===== src/rtl/mem_port_arbiter.sv =====
// Single-port memory arbiter: serializes IF fetch and MEM load/store onto one external port
// and drives the combinational pipeline advance enable `hit`. Optional watchdog: ARB_TIMEOUT_EN.
module mem_port_arbiter #(
  parameter bit DATA_FIRST  = 1'b1,
  parameter int TIMEOUT_CYC = 64
) (
  input  logic        clk,
  input  logic        rst_n,
  input  logic        if_req,
  input  logic [31:0] if_addr,
  output logic [31:0] if_rdata,
  input  logic        d_rd,
  input  logic        d_wr,
  input  logic [31:0] d_addr,
  input  logic [31:0] d_wdata,
  output logic [31:0] d_rdata,
  output logic        ext_req,
  output logic        ext_we,
  output logic [31:0] ext_addr,
  output logic [31:0] ext_wdata,
  input  logic [31:0] ext_rdata,
  input  logic        ext_ack,
  output logic        hit,
`ifdef ARB_TIMEOUT_EN
  output logic        err,
`endif
  output logic [1:0]  state_o
);

  // Handshake: ext_req/ext_we/ext_addr/ext_wdata are held constant from the first cycle of an
  // access until the posedge at which ext_ack (a single-cycle pulse) is sampled high.
  typedef enum logic [1:0] {
    IDLE  = 2'd0,
    D_ACC = 2'd1,
    I_ACC = 2'd2
  } state_e;

  state_e      state_q, state_d;
  logic        if_done_q, if_done_d;
  logic        d_done_q, d_done_d;
  logic [31:0] if_rdata_q, if_rdata_d;
  logic [31:0] d_rdata_q, d_rdata_d;
  logic        i_pend, d_pend;
  logic        acc_done;
  logic [31:0] rd_val;

  assign i_pend = if_req & ~if_done_q;
  assign d_pend = (d_rd | d_wr) & ~d_done_q;
  assign hit    = ~(i_pend | d_pend);

  assign if_rdata = if_rdata_q;
  assign d_rdata  = d_rdata_q;
  assign state_o  = state_q;

`ifdef ARB_TIMEOUT_EN
  logic [15:0] wait_q, wait_d;
  logic        err_q, err_d;
  logic        tmo;

  // A timed-out access completes like an ack but returns zero data.
  assign tmo      = (state_q != IDLE) && (wait_q == 16'(TIMEOUT_CYC - 1)) && !ext_ack;
  assign acc_done = ext_ack | tmo;
  assign rd_val   = tmo ? 32'd0 : ext_rdata;
  assign err      = err_q;

  always_comb begin
    err_d  = err_q | tmo;
    wait_d = 16'd0;
    if (state_q != IDLE && state_d == state_q) wait_d = wait_q + 16'd1;
  end

  always_ff @(posedge clk or negedge rst_n) begin
    if (!rst_n) begin
      wait_q <= 16'd0;
      err_q  <= 1'b0;
    end else begin
      wait_q <= wait_d;
      err_q  <= err_d;
    end
  end
`else
  assign acc_done = ext_ack;
  assign rd_val   = ext_rdata;
`endif

  always_comb begin
    state_d    = state_q;
    if_done_d  = hit ? 1'b0 : if_done_q;
    d_done_d   = hit ? 1'b0 : d_done_q;
    if_rdata_d = if_rdata_q;
    d_rdata_d  = d_rdata_q;
    ext_req    = 1'b0;
    ext_we     = 1'b0;
    ext_addr   = 32'd0;
    ext_wdata  = 32'd0;
    case (state_q)
      IDLE: begin
        if (d_pend && i_pend) state_d = DATA_FIRST ? D_ACC : I_ACC;
        else if (d_pend)      state_d = D_ACC;
        else if (i_pend)      state_d = I_ACC;
      end
      D_ACC: begin
        ext_req   = 1'b1;
        ext_we    = d_wr;
        ext_addr  = d_addr;
        ext_wdata = d_wdata;
        if (acc_done) begin
          if (d_rd) d_rdata_d = rd_val;
          d_done_d = 1'b1;
          state_d  = i_pend ? I_ACC : IDLE;
        end
      end
      I_ACC: begin
        ext_req  = 1'b1;
        ext_addr = if_addr;
        if (acc_done) begin
          if_rdata_d = rd_val;
          if_done_d  = 1'b1;
          state_d    = d_pend ? D_ACC : IDLE;
        end
      end
      default: state_d = IDLE;
    endcase
  end

  always_ff @(posedge clk or negedge rst_n) begin
    if (!rst_n) begin
      state_q    <= IDLE;
      if_done_q  <= 1'b0;
      d_done_q   <= 1'b0;
      if_rdata_q <= 32'd0;
      d_rdata_q  <= 32'd0;
    end else begin
      state_q    <= state_d;
      if_done_q  <= if_done_d;
      d_done_q   <= d_done_d;
      if_rdata_q <= if_rdata_d;
      d_rdata_q  <= d_rdata_d;
    end
  end

endmodule

===== config.mk =====
export PLATFORM = sky130hd
export DESIGN_NAME = mem_port_arbiter
export DESIGN_NICKNAME = d
export VERILOG_FILES = /design/src/rtl/mem_port_arbiter.sv
export SDC_FILE = /design/constraint.sdc
export NUM_CORES = 1
export LEC_CHECK = 0
export CAP_MARGIN = 20
export CELL_PAD_IN_SITES_DETAIL_PLACEMENT = 1
export CELL_PAD_IN_SITES_GLOBAL_PLACEMENT = 1
export CORE_ASPECT_RATIO = 0.5
export CORE_MARGIN = 1.5
export CORE_UTILIZATION = 25
export CTS_CLUSTER_SIZE = 30
export DETAILED_ROUTE_END_ITERATION = 7
export DONT_BUFFER_PORTS = 1
export GPL_TIMING_DRIVEN = 0
export PLACE_DENSITY = 0.59
export SYNTH_ARGS = -nofsm -noshare
export SYNTH_HDL_FRONTEND = slang
export SYNTH_SLANG_ARGS = --single-unit

===== constraint.sdc =====
create_clock -name clk -period 4.57 [get_ports clk]
set_input_delay 0.6855 -clock clk [delete_from_list [all_inputs] [get_ports clk]]
set_output_delay 0.6855 -clock clk [all_outputs]
set_load 0.03 [all_outputs]

# Word level (Yosys, flattened, before mapping)
# Cells that the tools add are included.
word_totals:
  word_cells: 41
  regBits: 68
classes:
  n_mux: 18
  eq_ne: 5
  bitwise: 7
  n_reduce_logical: 6
op_table:
  columns: ["op", "count"]
  rows:
  - ["$pmux W32 S2", 1]
  - ["$mux W32", 1]
  - ["$mux W2", 6]
  - ["$mux W1", 9]
  - ["$pmux W2 S3", 1]
  - ["$reduce_and A3 Y1", 2]
  - ["$ne A2 B2 Y1 const B", 2]
  - ["$ne A4 B4 Y1 const B", 1]
  - ["$not A1 Y1", 3]
  - ["$and A1 B1 Y1", 2]
  - ["$eq A2 B1 Y1 const B", 1]
  - ["$eq A2 B2 Y1 const B", 1]
  - ["$logic_not A2 Y1", 1]
  - ["$or A1 B1 Y1", 2]
  - ["$reduce_and A2 Y1", 1]
  - ["$reduce_or A2 Y1", 1]
  - ["$logic_and A1 B1 Y1", 1]

# Longest topological paths before layout
# Gate-level depths: netlist (run 1).
depth:
  word_depth: 6
  ltp_mapped: 6
  mapped_depth_nobuf: 5

# Worst setup path before layout (run 1)
# No wires, ideal clock.
synth_path:
  kind: "reg2out"
  from: "register state_q[0] (netlist: state_o[0])"
  to: "output ext_addr[0]"
  stages_incl_launch_ff: 5
  path_buffers: 1
  setup_slack_ns: 1.994
  required_time_ns: 3.885
  arrival_time_ns: 1.891
  cell_sequence: "dfrtp_1 inv_1 ha_1 clkbuf_1 nor2b_1"
synth_between:
  elab_chain_len: 2
  word_cells_on_any_way: 3
  cone_classes: "eq/ne: 2; mux: 1"
synth_rtl:
  columns: ["item", "line", "source"]
  rows:
  - ["start: declaration", "38", "state_e state_q, state_d;"]
  - ["start signal: assignment", "134", "state_q <= state_d;"]
  - ["$eq A2 B2 Y1 or $eq A2 B1 Y1 (tied branches)", "96", "case (state_q)"]
  - ["$pmux W32 S2 *", "96", null]
  - ["end: declaration", "19", "output logic [31:0] ext_addr,"]
# Mark *: on every way between the ends. The rest lies on a longest branch, timed or not.

# Worst setup path in the final report (run 1)
layout_path:
  from: "register state_q[0] (netlist: state_o[0])"
  to: "output ext_addr[12]"
# Same word-level chain as after synthesis.

==> results, run 1 <==
- The share of the cycle needed by the critical path after routing is 0.731.
- The cell area that synthesis handed to floorplanning was 3340 um^2.
- The path class of the tightest hold or removal check is in -> async.
- On the final layout, the worst clock skew is 0.00385 ns.
- The number of antenna violations at the first check in global routing came to 1.
- The number of synthesized register bits is ~70.
- The worst path needs about 3.3 ns of the cycle, external delays included.
- Of the synthesized area, sequential elements account for 0.509.
- The power per cell area is roughly 970 nW/um^2.
- Of the total power, combinational logic draws 0.331.
- Before antenna repair, the detailed router went through 6 iterations.
- In this run, the number of DRC markers left after iteration 0 of detailed routing was 83.
- The endpoint kind of the worst setup timing path is an output pin.
- Timing would allow up to between 200 and 300 MHz.
- The detailed router placed 2,254 vias in this run.
- The number of gates given a new drive strength after cts is 0.
- The total global-route track usage is 0.154.
- Buffers inserted to repair hold after CTS numbered 0.
- The type of the worst setup path is reg -> out.
- The clock transition at the register clock pins on the worst setup and hold paths after CTS is 0.05 ns.
- For this design, the sink count on the clock tree is 68.
- The static leakage is 1.60 nW.
- The core region is approximately 13,000 um^2.
- The final reports fail on DRC.
- The share of the synthesized area in the top cell type is 0.509.
- The post-synthesis cell count is around 270.
- Among all cell types in the netlist, the one instantiated most often is sky130_fd_sc_hd__dfrtp_1.
- The number of enable-type register cells in the synthesized netlist is 0.
- Setup slack on the critical path of the routed design comes to approximately 1.2 ns.
- The routed design has approximately 11,000 um of wire.
- At the pin with the least slew margin, the transition time is ~0.65 ns.
- The antenna violation net count after detailed routing is 0.
- The post-synthesis average cell area is 12.2 um^2.
- The final-report hold violation count was 0.
- The number of buffers added by the clock tree synthesis step is 9.
- Detailed placement ended at an HPWL of 9210 um.
- In this run the vertical extent of the chip is roughly 85 um.
- The number of slew-limit violations in the final report came to 0.
- The die is roughly 170 um wide.
- The H-tree was split into 3 levels.
- The clock reaches the later pin of the worst-skew pair after approximately 0.32 ns.
- The per-cell routed wire length is between 20 and 25 um.
- At the worst endpoint, the required time is about 3.9 ns.
- The net switching power figure is 1.85 mW.
- By area the synthesized netlist is led by sky130_fd_sc_hd__dfrtp_1 51%, sky130_fd_sc_hd__mux2_2 21%, sky130_fd_sc_hd__a22oi_1 7.2%.
- Of the total power, the clock network draws 0.217.
- Entering global routing, the biggest net connects 69 pins.
- The first global-routing pass estimated 16,300 um of wire.
- For this run the aggregate overflow at the end of global routing stands at 0.
- OpenSTA, run right after detailed placement, puts the worst setup slack at around 1.5 ns.
- Of the total power, registers draw 0.452.
- The via count of the first global-routing pass is ~2,500.
- Setup repair after global routing left no endpoint under its margin.
- Measured against its own limit, the worst slew margin works out to 0.563.
- The maximum buffer depth of the clock tree is 2.
- In the synthesized netlist the async set-or-reset flop fraction comes to 1.00.
- The internal power of the cells totals 1.96 mW.
- Compared with the post-synthesis result, the final layout area differs by 17.3%.
- Setup violations remaining at the end of the flow were counted as 0.
- The mean number of vias per cell is about 5.
- The top flip-flop cell by instance count after synthesis is sky130_fd_sc_hd__dfrtp_1.
- TritonCTS built the clock tree.
- The number of design rule violations left after detail routing is 15.
- The tree is rooted in a sky130_fd_sc_hd__clkbuf_16.
- Summed over all instances, the cell type with the most area after synthesis is sky130_fd_sc_hd__dfrtp_1.
- The die covers 14,100 um^2.
- The number of library cell types mapped by synthesis is 26.
- The number of nets produced by synthesis is around 410.
- After synthesis, the most frequently instantiated cells are 68 x sky130_fd_sc_hd__dfrtp_1, 62 x sky130_fd_sc_hd__mux2_2, 33 x sky130_fd_sc_hd__and2_1, 33 x sky130_fd_sc_hd__nor2b_1, 32 x sky130_fd_sc_hd__a22oi_1.
- Of the cells placed in the final design, the portion with a size suffix greater than 1 is 0.309.
- The starting density of the core is 0.260.
- The arrival time of the worst setup path is roughly 2.7 ns.
- The I/O pin count is around 270.
- The final RePlAce weighted congestion is between 0.8 and 0.9.
- Along the worst path, the maximum fanout reaches 10.
- The max capacitance violation total is 0.
- The run finished, with violations left.
- The Yosys step of the flow raised 0 warnings.
- The number of setup buffers added after CTS is 0.
- The initialized floorplan defines 29 standard-cell rows.
- For the final routed database, the setup TNS stands at 0 ns.
- The startpoint type of the worst setup path is a flip-flop.
- Across the VDD grid, the largest voltage drop is approximately 0.24 mV.
- The number of nets in the layout is 422.
- Buffers placed on the I/O ports in this run total 0.
- The share of total power consumed by net switching is 0.486.
==> cell usage in the layout (no fill, tap or decap), types with 2 or more instances in the layout <==
| master | instances |
|---|---|
| sky130_fd_sc_hd__buf_6 | 2 |
| sky130_fd_sc_hd__ha_1 | 4 |
| sky130_fd_sc_hd__dfrtp_1 | 68 |
| sky130_fd_sc_hd__buf_2 | 7 |
| sky130_fd_sc_hd__inv_1 | 2 |
| sky130_fd_sc_hd__bufinv_16 | 4 |
| sky130_fd_sc_hd__mux2_2 | 62 |
| sky130_fd_sc_hd__and2_1 | 33 |
| sky130_fd_sc_hd__mux2_1 | 2 |
| sky130_fd_sc_hd__nand2_1 | 2 |
| sky130_fd_sc_hd__clkbuf_1 | 12 |
| sky130_fd_sc_hd__a22oi_1 | 32 |
| sky130_fd_sc_hd__nor2b_1 | 33 |
| sky130_fd_sc_hd__clkbuf_16 | 9 |
==> power by group through the flow <==
stage / Clock (mW) / Sequential (mW) / Combinational (mW)
floorplan: 0 / 1.65 / 1.08
global placement: 0 / 1.72 / 1.23
detailed placement: 0 / 1.74 / 1.28
CTS: 0.852 / 1.73 / 1.28
global route: 0.882 / 1.75 / 1.36
finish: 0.827 / 1.72 / 1.26
==> flip-flops by register name, indices dropped and copies added (netlist names) <==
name / count
d_rdata: 32
if_rdata: 32
state_o: 2
d_done_q: 1
if_done_q: 1
==> worst paths after layout <==
kind / startpoint / to / slack [ns] / cells past startpoint
max in group asynchronous: rst_n / d_rdata[13] / 4.39 / 0
min in group clk: ext_rdata[3] / d_rdata[3] / 0.50 / 1
worst max register to register: state_o[0] / if_rdata[19] / 2.50 / 6
worst min-delay path: rst_n / if_rdata[22] / 0.06 / 0
worst max-delay path: state_o[0] / ext_addr[12] / 1.23 / 4
worst min register to register: if_done_q / if_done_q / 0.50 / 2
==> cell type report <==
type	instances	area [um^2]
Buffer	21	103
Multi-Input combinational cell	182	1530
Sequential cell	68	1700
Clock inverter	6	136
Inverter	2	7.51
Clock buffer	9	225
Antenna cell	1	2.50
Fill cell	1405	8920
Tap cell	170	213
==> cell families after synthesis <==
kind of cell / after synthesis / share of synthesized area
buf+inv: 23 / 0.0329
compound gates: 41 / 0.0921
fa+ha+maj: 4 / 0.0150
mux: 64 / 0.216
flops: 68 / 0.509
simple gates: 73 / 0.135
==> metal layers <==
metal / global-route usage / wire, um / vias up
met4: 0.0587 / 183 / 0
met1: 0.149 / 3770 / 1158
met2: 0.305 / 6360 / 98
li1: - / - / 986
met5: 0 / 0 / -
met3: 0.0533 / 833 / 12
==> critical path, stage by stage (launching register included) <==
cell and delay, ns:
sky130_fd_sc_hd__dfrtp_1 0.59, sky130_fd_sc_hd__inv_1 0.15, sky130_fd_sc_hd__ha_1 0.63, sky130_fd_sc_hd__clkbuf_1 0.38, sky130_fd_sc_hd__nor2b_1 0.58
==> per-stage QoR <==
step	power [mW]	instance area, um^2	util	instances	hold slack [ns]
floorplan	2.72	3340	-	273	0.390
global placement	2.95	3560	0.277	443	0.391
detailed placement	3.02	3560	0.277	443	0.391
CTS	3.87	3920	0.305	458	0.0432
global route	3.99	3920	0.305	459	0.0392
finish	3.81	3920	0.305	459	0.0617
(Power assumes the default switching activity.)
==> inputs of run 2 (changes only) <==
==> constraint.sdc (replaced) <==
create_clock -name clk -period 3.51 [get_ports clk]
set_input_delay 0.5265 -clock clk [delete_from_list [all_inputs] [get_ports clk]]
set_output_delay 0.5265 -clock clk [all_outputs]
set_load 0.03 [all_outputs]
==> run 2 against run 1 <==
The run still ends with DRC left. Final cell count grew 0.22%. Via count rose by 0.35%. Combinational power grew 32%. Largest power group unchanged.
==> results, run 2 (same netlist as run 1, synthesis figures left out) <==
- The run finished, with violations left.
- The checks that failed: DRC.
- The die covers between 10,000 and 15,000 um^2.
- The chip height is about 85 um.
- After floorplanning, the core was divided into 29 placement rows.
- Setup repair after global routing left no endpoint under its margin.
- The I/O pin count is ~270.
- The largest incremental delay on the critical path is roughly 0.63 ns.
- The number of setup violations in the final report is 0.
- The count of buffering cells on the critical path with inverters included is 2.
- The chip width is approximately 170 um.
- The clock reaches the later pin of the worst-skew pair after about 0.32 ns.
- Clock tree synthesis found a total of 68 sinks.
- Detailed placement ended at an HPWL of 9210 um.
- After layout, the design draws a total of ~5 mW.
- STA puts the critical path data arrival time at 2.67 ns.
- The via count of the first global-routing pass came to 2,497.
- The cell family contributing the most delay on the critical path is adder cells.
- The pin count of the biggest net entering global routing is about 70.
- The worst hold path class is in -> async.
- In the finished design, the share of the clock period the worst path needs comes to 0.909.
- The final-report hold violation count came to 0.
- The slew at the pin with the worst max-slew slack is ~0.65 ns.
- The total global-route track usage is 0.155.
- The endpoint kind of the worst setup timing path is an output pin.
- The highest fanout seen on the critical path is 10.
- TritonCTS built the clock tree.
- The floorplan step defined a core boundary enclosing between 10,000 and 15,000 um^2.
- The final period demand of the worst path is between 3 and 4 ns.
- In this run the remaining antenna-violating nets after routing total 0.
- After the last flow step, the layout net total stands at between 400 and 500.
- The number of buffers inserted by hold repair at cts is 1.
- In this run, the number of DRC markers left after iteration 0 of detailed routing was 82.
- For this design the static power due to leakage is 1.61 nW.
- The required time of the worst setup path is 2.98 ns.
- The number of setup buffers added after CTS is 0.
- In the final timing run, aggregate negative setup slack is 0 ns.
- The cell with the largest stage delay on the worst path is sky130_fd_sc_hd__ha_1.
- The total via count in the routed design is 2,262.
- At the end of routability-driven placement, the weighted congestion stood at just under 0.9.
- Relative to the synthesized area, the layout overhead comes to 18.1%.
- Measured against its own limit, the worst slew margin works out to 0.563.
- The per-cell routed wire length is around 24 um.
- The total detailed-routing wirelength is approximately 11,000 um.
- The top cell types in the final layout, fill and taps aside, are 68 x sky130_fd_sc_hd__dfrtp_1, 62 x sky130_fd_sc_hd__mux2_2, 33 x sky130_fd_sc_hd__nor2b_1, 33 x sky130_fd_sc_hd__and2_1, 32 x sky130_fd_sc_hd__a22oi_1.
- Clock-pin slew was measured on the worst setup and hold paths at around 0.050 ns.
- Input and output buffers added on the ports amount to 0.
- The achievable frequency is between 300 and 400 MHz.
- The initial utilization of the core area, before any placement, comes to 0.260.
- In the routed design, unresolved DRC markers number 15.
- Across the run, the number of max-cap violations was 0.
- The number of slew-limit violations in the final report was 0.
- TritonCTS created 9 clock buffers.
- The setup clock skew after layout is 0.00358 ns.
- Traced cell by cell, the critical path runs through inv_1 > ha_1 > clkbuf_1 > nor2b_1.
- The H-tree was split into 3 levels.
- The power per cell area is 1260 nW/um^2.
- The most frequent standard cell in the layout excluding fill and tap cells is sky130_fd_sc_hd__dfrtp_1.
- The final design instance area without fill is 3950 um^2.
- For this run, the detailed router's first-pass iteration total came to 6.
- The type of the worst setup path is reg -> out.
- The number of gates given a new drive strength after cts is 0.
- STA classifies the critical path startpoint as a flip-flop.
- Across the VDD grid, the largest voltage drop is roughly 0.32 mV.
- The tree is rooted in a sky130_fd_sc_hd__clkbuf_16.
- The cell area after placement is about 3600 um^2.
- The first global-routing pass estimated between 15,000 and 20,000 um of wire.
- Of the cells placed in the final design, the portion with a size suffix greater than 1 is 0.311.
- The leftover overflow at the end of global routing is 0.
- Dividing the detail-routed via count by the number of cells gives between 4 and 5.
- The number of antenna violations at the first check in global routing was 1.
- No sink is reached through more buffers than the 2 on the longest clock path.
==> run 2: changes by cell type in the layout (fill, tap and decap cells not counted) <==
cell                     before  now
sky130_fd_sc_hd__buf_16       0    1
==> run 2: worst paths after layout <==
path,from,end,slack (ns),cells past startpoint
max in group asynchronous,rst_n,d_rdata[16],3.14,1
setup reg to reg,state_o[0],if_rdata[19],1.44,6
hold / removal,rst_n,if_rdata[27],0.08,1
setup / recovery,state_o[0],ext_addr[12],0.32,4
min in group clk,ext_rdata[3],d_rdata[3],0.34,1
hold reg to reg,if_done_q,if_done_q,0.50,2
==> run 2: stage by stage <==
stage | std cells | hold WS, ns | worst slack [ns] | utilization
after floorplan | 273 | 0.231 | 1.09 | -
after global placement | 443 | 0.232 | 0.650 | 0.277
after detailed placement | 443 | 0.232 | 0.615 | 0.277
after CTS | 459 | 0.0882 | 0.242 | 0.307
after global routing | 460 | 0.0851 | 0.145 | 0.307
final | 460 | 0.0780 | 0.318 | 0.307
==> run 2: per-layer routing <==
layer,wire [um],GRT usage,vias to the layer above,part of all wire
met5,0,0,-,0
met4,182,0.0595,0,0.016
met3,829,0.0533,12,0.074
met2,6350,0.304,98,0.57
met1,3860,0.151,1164,0.34
li1,-,-,988,-
==> run 2: worst register-to-register path: stages, from the launching register on <==
cell	delay [ns]
sky130_fd_sc_hd__dfrtp_1	0.59
sky130_fd_sc_hd__inv_1	0.16
sky130_fd_sc_hd__ha_1	0.24
sky130_fd_sc_hd__buf_6	0.15
sky130_fd_sc_hd__nand2_2	0.14
sky130_fd_sc_hd__buf_2	0.30
sky130_fd_sc_hd__mux2_2	0.38
==> run 2: cell type report <==
class,count,area (um^2)
Buffer,21,103
Clock inverter,6,136
Multi-Input combinational cell,182,1530
Sequential cell,68,1700
Timing Repair Buffer,1,27.5
Tap cell,170,213
Inverter,2,7.51
Fill cell,1403,8900
Antenna cell,1,2.50
Clock buffer,9,225
==> run 2: where the power goes <==
part	switching (mW)	internal [mW]	leakage, nW	total, mW
combinational	1.04	0.620	0.622	1.66
clock	0.315	0.763	0.172	1.08
sequential	1.08	1.17	0.819	2.24
total	2.43	2.55	1.61	4.98
==> inputs of run 3 (changes only) <==
--- a/config.mk
+++ b/config.mk
@@ -10,12 +10,11 @@
 export CELL_PAD_IN_SITES_GLOBAL_PLACEMENT = 1
 export CORE_ASPECT_RATIO = 0.5
 export CORE_MARGIN = 1.5
-export CORE_UTILIZATION = 25
+export CORE_UTILIZATION = 24
 export CTS_CLUSTER_SIZE = 30
 export DETAILED_ROUTE_END_ITERATION = 7
-export DONT_BUFFER_PORTS = 1
 export GPL_TIMING_DRIVEN = 0
-export PLACE_DENSITY = 0.59
+export PLACE_DENSITY = 0.92
 export SYNTH_ARGS = -nofsm -noshare
 export SYNTH_HDL_FRONTEND = slang
 export SYNTH_SLANG_ARGS = --single-unit
==> run 3 against run 2 <==
The run now ends clean. Die area rose by 4.1%. First-iteration DRC count rose by 7.3%. Combinational power rose by 130%. Core utilization rose by 18 points. Final area rose by 66%. Total power rose by 25%. Sequential cell count did not move. Worst hold slack improved by 0.25 ns. Non-clock buffer count rose by 265. Largest cell class is now non-clock buffers. Largest power group is now combinational logic.
==> results, run 3 (same netlist as run 1, synthesis figures left out) <==
- Routability-driven placement finished with a final weighted congestion of around 0.77.
- The global-route wire length before repair is 21,000 um.
- Counting the fill cells in the layout gives 1,465.
- The chip width is between 150 and 200 um.
- The total area inside the core boundary comes to 13,600 um^2.
- The count of routing violations after the opening detailed-route iteration is 88.
- Hold timing on the final database bottoms out at a slack of 0.327 ns.
- The worst setup path is captured at an output pin.
- The most frequent standard cell in the layout excluding fill and tap cells is sky130_fd_sc_hd__clkdlybuf4s50_1.
- The post-placement setup slack is 0.653 ns.
- Buffers placed on the I/O ports in this run total ~270.
- The run finished with clean final reports.
- Of the total power, combinational logic draws 0.619.
- Of the total power, the share spent switching nets is 0.435.
- 0 antenna diodes ended up in the layout.
- The cell area after placement is 6240 um^2.
- Registers take approximately 1700 um^2.
- The static leakage is 2.60 nW.
- For this run, the share of the core covered by cells in the final layout is 0.483.
- The TritonCTS clock tree is done.
- The final design instance area without fill is roughly 6600 um^2.
- The number of slew-limit violations in the final report was 0.
- Compared with the post-synthesis result, the final layout area differs by 96.5%.
- Setup repair after global routing left no endpoint under its margin.
- Entering global routing, the biggest net connects 69 pins.
- The via count of the first global-routing pass is approximately 3,500.
- The share of power burned in registers is 0.225.
- The starting density of the core is 0.246.
- The power per cell area is around 950 nW/um^2.
- The antenna violation net count after detailed routing is 0.
- The number of setup buffers added after CTS is 0.
- CTS saw 68 sinks.
- Between clock sinks in the finished design, the worst skew comes to 0.00755 ns.
- The arrival time of the worst setup path is 2.64 ns.
- The startpoint type of the worst setup path is a flip-flop.
- Along the worst path, the maximum fanout reaches 10.
- The number of H-tree branching levels is 3.
- The HPWL after detailed placement is ~11,000 um.
- The number of antenna violations at the first check in global routing is 0.
- Setup violations remaining at the end of the flow were counted as 0.
- In the final routed layout, each cell accounts on average for 18.9 um.
- The total via count in the routed design is about 3,300.
- The cell row count is 30.
- The internal power consumption is approximately 3.5 mW.
- The I/O pin count is roughly 270.
- The number of nets in the layout is 688.
- The critical path launch point is state_o[0].
- For this run, the total global-route usage over all layers was measured as 0.191.
- Before antenna repair, the detailed router went through 4 iterations.
- The maximum buffer depth of the clock tree is 2.
- The achievable frequency is around 320 MHz.
- The fraction of final layout cells with drive strength greater than 1 is 0.164.
- The proportion of power drawn by the clock network is 0.156.
- The clock insertion delay at the later pin of the skew report is approximately 0.33 ns.
- In this run the worst hold path is classified as in -> async.
- The worst setup path is of the reg -> out kind.
- The setup slack after layout is about 0.35 ns.
- In the routed design, unresolved DRC markers number 0.
- The start of the worst register-to-register path is state_o[0].
- The share of the cycle needed by the critical path after routing is 0.901.
- The leftover overflow at the end of global routing is 0.
- At the worst endpoint, the required time is ~3 ns.
- Hold repair after CTS inserted 0 buffers.
- The number of buffers added by the clock tree synthesis step is 9.
- The final period demand of the worst path is about 3.2 ns.
- In the routed layout, each cell is associated on average with a via count of approximately 4.4.
- After clock tree synthesis, the clock-pin slew on the worst setup and hold paths is roughly 0.060 ns.
- For the pin with the worst max-slew slack, the measured transition is 0.855 ns.
- The final layout contains routed wiring with a total length of 14,100 um.
- The die area is 14,700 um^2.
- The number of gates resized after CTS was 0.
- In the final layout, the multi-input gates occupy 1530 um^2.
- The net switching power figure is ~2.7 mW.
- The tree is rooted in a sky130_fd_sc_hd__clkbuf_16.
- The final-report hold violation count was 0.
- The library cells used most frequently in the layout, excluding fill and tap cells, are 265 x sky130_fd_sc_hd__clkdlybuf4s50_1, 68 x sky130_fd_sc_hd__dfrtp_1, 62 x sky130_fd_sc_hd__mux2_2.
- Measured along the y axis, the die boundary spans roughly 86 um.
- The max capacitance violation total is 0.
- The worst pin sits at a relative slew slack of 0.430.
- The worst vdd rail ir drop is 0.373 mV.
-- run 3: area by class of cell --
class | instances | share of cell area
multi-input combinational | 182 | 0.233
tap | 192 | 0.0366
clock inverter | 7 | 0.0152
sequential | 68 | 0.259
buffer | 21 | 0.0156
inverter | 2 | 0.00114
clock buffer | 9 | 0.0343
timing repair buffer | 266 | 0.405
-- run 3: stage by stage --
stage               power [mW]  instances  setup TNS, ns
floorplan                 3.55        273              0
global placement          5.17        731         -21.90
detailed placement        5.30        731              0
CTS                       6.32        747              0
global route              6.54        747              0
finish                    6.25        747              0
-- run 3: power groups by stage --
stage / Clock, mW / Combinational (mW) / Sequential [mW]
final: 0.975 / 3.87 / 1.40
after global routing: 1.04 / 4.05 / 1.45
after CTS: 1.00 / 3.91 / 1.40
after detailed placement: 0 / 3.89 / 1.41
after global placement: 0 / 3.80 / 1.36
after floorplan: 0 / 1.40 / 2.14
-- run 3: metal layers --
| layer | up-vias | global-route usage | share of wire |
|---|---|---|---|
| li1 | 1511 | - | - |
| met2 | 134 | 0.370 | 0.55 |
| met3 | 26 | 0.0521 | 0.061 |
| met4 | 0 | 0.0821 | 0.034 |
| met1 | 1604 | 0.196 | 0.36 |
| met5 | - | 0 | 0 |
-- run 3: path summary, 6_finish.rpt --
kind / cells after the start / slack [ns] / endpoint
hold reg to reg: 1 / 0.50 / d_rdata[2]
min in group clk: 1 / 0.50 / d_rdata[2]
setup reg to reg: 6 / 1.71 / if_rdata[29]
hold / removal: 1 / 0.33 / d_rdata[11]
max in group asynchronous: 1 / 2.65 / state_o[1]
setup / recovery: 7 / 0.35 / ext_addr[21]
-- run 3: critical path, cell delays in order (launching register included) --
cell	delay [ns]
sky130_fd_sc_hd__dfrtp_1	0.41
sky130_fd_sc_hd__inv_1	0.12
sky130_fd_sc_hd__ha_1	0.17
sky130_fd_sc_hd__buf_6	0.14
sky130_fd_sc_hd__clkbuf_1	0.40
sky130_fd_sc_hd__a22oi_1	0.19
sky130_fd_sc_hd__nor2b_1	0.15
sky130_fd_sc_hd__clkdlybuf4s50_1	0.74
